**config.mk**
```make
export PLATFORM = sky130hd
export DESIGN_NAME = vga_controller
export DESIGN_NICKNAME = d
export VERILOG_FILES = /design/src/rtl/vga_controller.sv
export SDC_FILE = /design/constraint.sdc
export NUM_CORES = 1
export LEC_CHECK = 0
export ABC_AREA = 1
export CAP_MARGIN = 15
export CORE_UTILIZATION = 56
export DETAILED_ROUTE_END_ITERATION = 7
export GPL_ROUTABILITY_DRIVEN = 0
export PLACE_DENSITY = 0.84
export SLEW_MARGIN = 20
export SYNTH_ARGS = -nofsm -noshare
export SYNTH_HDL_FRONTEND = slang
export SYNTH_SLANG_ARGS = --single-unit
```
**constraint.sdc**
```tcl
create_clock -name i_clk -period 4.41 [get_ports i_clk]
set_clock_uncertainty 0.15 [all_clocks]
set_input_delay 0.882 -clock i_clk [delete_from_list [all_inputs] [get_ports i_clk]]
set_output_delay 0.882 -clock i_clk [all_outputs]
set_load 0.005 [all_outputs]
```
**src/rtl/vga_controller.sv**
```systemverilog
`timescale 1ns/1ps
// vga_controller: 640x480@60 raster timing generator (free-running h/v counters).
// Ports: i_clk pixel clock, i_rst_n async active-low reset,
//        o_hsync/o_vsync syncs (active level SYNC_POL), o_hcount/o_vcount
//        pixel coordinate, o_de visible-pixel qualifier.
// Optional macro VGA_FRAME_STROBE_EN adds o_frame: one-cycle pulse at (0, V_ACTIVE).
module vga_controller #(
    parameter int   H_ACTIVE = 640,
    parameter int   H_FP     = 16,
    parameter int   H_SYNC   = 96,
    parameter int   H_BP     = 48,
    parameter int   V_ACTIVE = 480,
    parameter int   V_FP     = 10,
    parameter int   V_SYNC   = 2,
    parameter int   V_BP     = 33,
    parameter logic SYNC_POL = 1'b0
) (
    input  logic       i_clk,
    input  logic       i_rst_n,
    output logic       o_hsync,
    output logic       o_vsync,
    output logic [9:0] o_hcount,
    output logic [9:0] o_vcount,
`ifdef VGA_FRAME_STROBE_EN
    output logic       o_frame,
`endif
    output logic       o_de
);

    localparam int H_TOTAL = H_ACTIVE + H_FP + H_SYNC + H_BP;
    localparam int V_TOTAL = V_ACTIVE + V_FP + V_SYNC + V_BP;

    generate
        if (H_TOTAL > 1024 || V_TOTAL > 1024) begin : g_bad_totals
            $error("vga_controller: H_TOTAL and V_TOTAL must be <= 1024");
        end
    endgenerate

    localparam logic [9:0]  H_LAST   = 10'(H_TOTAL - 1);
    localparam logic [9:0]  V_LAST   = 10'(V_TOTAL - 1);
    // 11-bit bounds: a sync end can legitimately equal 1024
    localparam logic [10:0] H_VIS    = 11'(H_ACTIVE);
    localparam logic [10:0] V_VIS    = 11'(V_ACTIVE);
    localparam logic [10:0] HS_START = 11'(H_ACTIVE + H_FP);
    localparam logic [10:0] HS_END   = 11'(H_ACTIVE + H_FP + H_SYNC);
    localparam logic [10:0] VS_START = 11'(V_ACTIVE + V_FP);
    localparam logic [10:0] VS_END   = 11'(V_ACTIVE + V_FP + V_SYNC);

    logic [9:0] r_hcount;
    logic [9:0] r_vcount;
    logic       r_hsync;
    logic       r_vsync;
    logic       r_de;

    logic [9:0] w_hcount_nxt;
    logic [9:0] w_vcount_nxt;
    logic [10:0] w_hx;
    logic [10:0] w_vx;
    logic       w_hs_act;
    logic       w_vs_act;
    logic       w_de_nxt;

    always_comb begin
        w_hcount_nxt = r_hcount + 10'd1;
        w_vcount_nxt = r_vcount;
        if (r_hcount == H_LAST) begin
            w_hcount_nxt = 10'd0;
            w_vcount_nxt = (r_vcount == V_LAST) ? 10'd0 : r_vcount + 10'd1;
        end
    end

    // Decode from the next counter values so syncs/de line up with the counts
    always_comb begin
        w_hx     = {1'b0, w_hcount_nxt};
        w_vx     = {1'b0, w_vcount_nxt};
        w_hs_act = (w_hx >= HS_START) && (w_hx < HS_END);
        w_vs_act = (w_vx >= VS_START) && (w_vx < VS_END);
        w_de_nxt = (w_hx < H_VIS) && (w_vx < V_VIS);
    end

    always_ff @(posedge i_clk or negedge i_rst_n) begin
        if (!i_rst_n) begin
            r_hcount <= 10'd0;
            r_vcount <= 10'd0;
            r_hsync  <= ~SYNC_POL;
            r_vsync  <= ~SYNC_POL;
            r_de     <= 1'b0;
        end else begin
            r_hcount <= w_hcount_nxt;
            r_vcount <= w_vcount_nxt;
            r_hsync  <= w_hs_act ? SYNC_POL : ~SYNC_POL;
            r_vsync  <= w_vs_act ? SYNC_POL : ~SYNC_POL;
            r_de     <= w_de_nxt;
        end
    end

`ifdef VGA_FRAME_STROBE_EN
    logic r_frame;
    logic w_frame_nxt;

    // Start of vertical blanking: first pixel of line V_ACTIVE
    always_comb begin
        w_frame_nxt = (w_hcount_nxt == 10'd0) && (w_vx == V_VIS);
    end

    always_ff @(posedge i_clk or negedge i_rst_n) begin
        if (!i_rst_n) begin
            r_frame <= 1'b0;
        end else begin
            r_frame <= w_frame_nxt;
        end
    end

    assign o_frame = r_frame;
`endif

    assign o_hcount = r_hcount;
    assign o_vcount = r_vcount;
    assign o_hsync  = r_hsync;
    assign o_vsync  = r_vsync;
    assign o_de     = r_de;

endmodule

```
==> impl_metrics.env <==
export IMPL_outcome="completed"
export IMPL_cts_hold_buf=0
export IMPL_ys_warn_count=0
export IMPL_layout_min_cycle_time_ns=2.42
export IMPL_path_buf_inv=1
export IMPL_drtPass1Iterations=4
export IMPL_overflow=0
export IMPL_rsz0062_at_grt="false"
export IMPL_finalHoldViolCount=0
export IMPL_drive_gt1_frac=0.107
export IMPL_vias=1321
export IMPL_core_area_sq_um=2280
export IMPL_utilization=0.742
export IMPL_clockBufferDepth=2
export IMPL_placementRows=17
export IMPL_crit_path_cell_trace="clkdlybuf4s50_1"
export IMPL_top_layer_used="met4"
export IMPL_multi_input_area_sq_um=658
export IMPL_n_antenna_cell=0
export IMPL_grt_first_pass_wirelength_um=5330
export IMPL_clock_latency_ns=0.32
export IMPL_dp_slack_ns=2.10
export IMPL_slew_violations=0
export IMPL_cts_max_level=1
export IMPL_regArea_sq_um=578
export IMPL_cp_top_family="buffers and inverters"
export IMPL_wl_met3_um=158
export IMPL_power_mw=0.320
export IMPL_clk_pin_slew_ns=0.14
export IMPL_m1WireLength_um=1360
export IMPL_tns_ns=0
export IMPL_wirelength_um=3090
export IMPL_final_cell_area_sq_um=1690
export IMPL_io_pins=25
export IMPL_max_stage_delay_ns=0.55
export IMPL_dpl_cell_area_sq_um=1660
export IMPL_synth_top_area_cell="dfrtp_1"
export IMPL_crit_type="reg2out"
export IMPL_hold_ws_ns=0.350
export IMPL_tightest_slew_ns=0.498
export IMPL_cp_end_kind="primary output"
export IMPL_cts_sinks=23
export IMPL_crit_slowest_cell="clkdlybuf4s50_1"
export IMPL_die_w_um=52
export IMPL_dp_hpwl_um=2280
export IMPL_synth_area_leaders="dfrtp_1 38%, nand2_1 16%, inv_1 9.9%"
export IMPL_max_cap_violations=0
export IMPL_ant_nets=0
export IMPL_cts_tree="built"
export IMPL_synth_distinct_cells=24
export IMPL_syn_cell_area_sq_um=1400
export IMPL_clock_fmax_mhz=414
export IMPL_worst_slack_ns=1.99
export IMPL_wl_per_cell_um=12.2
export IMPL_grt_pass1_vias=1263
export IMPL_viasPerCell=5.24
export IMPL_gr_usage_all_layers=0.269
export IMPL_wl_met2_um=1490
export IMPL_leakagePower_nw=0.861
export IMPL_dieArea_sq_um=2700
export IMPL_initial_core_util=0.615
export IMPL_antenna_found_initial=0
export IMPL_first_iter_violations=61
export IMPL_syn_nets=203
export IMPL_io_buffers=24
export IMPL_seq_area_frac_synth=0.413
export IMPL_syn_area_per_cell_sq_um=7.11
export IMPL_design_final_nets=231
export IMPL_stdcell_count=252
export IMPL_p_per_area_nw_per_um2=189
export IMPL_fill_cells=180
export IMPL_netlist_instances=197
export IMPL_worstSetupStartpointType="register"
export IMPL_grt_max_degree=24
export IMPL_synth_top_cell_area_share=0.375
export IMPL_period_share=0.548
export IMPL_crit_arrival_ns=1.39
export IMPL_die_h_um=52
export IMPL_slew_headroom=0.668
export IMPL_setup_viol_count_final=0
export IMPL_hold_class="in2async"
export IMPL_ys_seq_elements=23
export IMPL_post_cts_setup_buffers=0
export IMPL_peakVddDrop_mv=0.153
export IMPL_cts_root_buf="clkbuf_4"
export IMPL_cts_resized=0
export IMPL_required_ns=3.38
export IMPL_dp_cells=248
export IMPL_syn2layout_area_growth_pct=20.6
export IMPL_crit_fanout=8
export IMPL_cts_made_buffers=3
export IMPL_drcViolationCount=0
per-layer routing:
metal,vias up,GRT usage
li1,657,-
met5,-,0
met1,608,0.340
met4,0,0.117
met3,11,0.0351
met2,45,0.455
final timing paths:
check                                  from     endpoint  slack, ns  cells past startpoint
worst min register to register  o_hcount[2]  o_hcount[2]       0.44                      2
worst max register to register  o_hcount[0]      o_vsync       2.34                     10
worst max-delay path            o_vcount[0]  o_vcount[0]       1.99                      1
max in group asynchronous           i_rst_n      o_vsync       3.40                      1
min in group i_clk              o_hcount[2]  o_hcount[2]       0.44                      2
worst min-delay path                i_rst_n  o_hcount[2]       0.35                      1
layout make-up:
| class | count | share of cell area |
|---|---|---|
| Sequential cell | 23 | 0.342 |
| Clock inverter | 1 | 0.00444 |
| Multi-Input combinational cell | 133 | 0.390 |
| Timing Repair Buffer | 24 | 0.139 |
| Tap cell | 28 | 0.0207 |
| Inverter | 40 | 0.0904 |
| Clock buffer | 3 | 0.0133 |
registers in the layout, summed over array words and instances, names as in the netlist:
register,cells
o_hcount,10
o_hsync,1
o_de,1
o_vsync,1
o_vcount,10
logic make-up (layout without fill, tap and decap cells):
| family | count (synthesis) | after routing | share of synthesized area |
|---|---|---|---|
| buffers and inverters | 41 | 68 | 0.117 |
| AOI/OAI and AO/OA | 12 | 12 | 0.0563 |
| adders and majority gates | 4 | 4 | 0.0357 |
| and+or+nand+nor | 117 | 117 | 0.378 |
| DFF | 23 | 23 | 0.413 |
power breakdown:
part           switching [mW]  internal, mW
Sequential                  0         0.211
Clock                  0.0697        0.0347
Combinational         0.00382      0.000317
Total                  0.0736         0.246
placed cells by master, fill, tap and decap left out, drive strengths merged, types with 2 or more instances in the layout:
cell type and instances:
nand4 4, o21ai 4, dfstp 2, nand3 21, a21oi 5, inv 38
clkbuf 3, dfrtp 21, ha 4, nor3 3, clkinv 2, clkdlybuf4s50 23
nor2 27, nand2 61
cells in the mapped netlist:
master,n
dfrtp_1,21
dfstp_2,2
nor2_1,22
clkinv_2,2
inv_2,1
buf_6,1
nand2_1,58
inv_1,37
a21oi_1,2
a21o_2,1
o21bai_1,1
nand2_2,2
nor2_2,3
nand4_1,4
o21ai_0,4
nand2_4,1
nor3_1,3
ha_1,4
a21oi_2,3
nor2_4,2
nand3_1,20
or2_2,1
o22ai_1,1
nand3_4,1
Note: power is estimated with default switching activity, not from simulation.
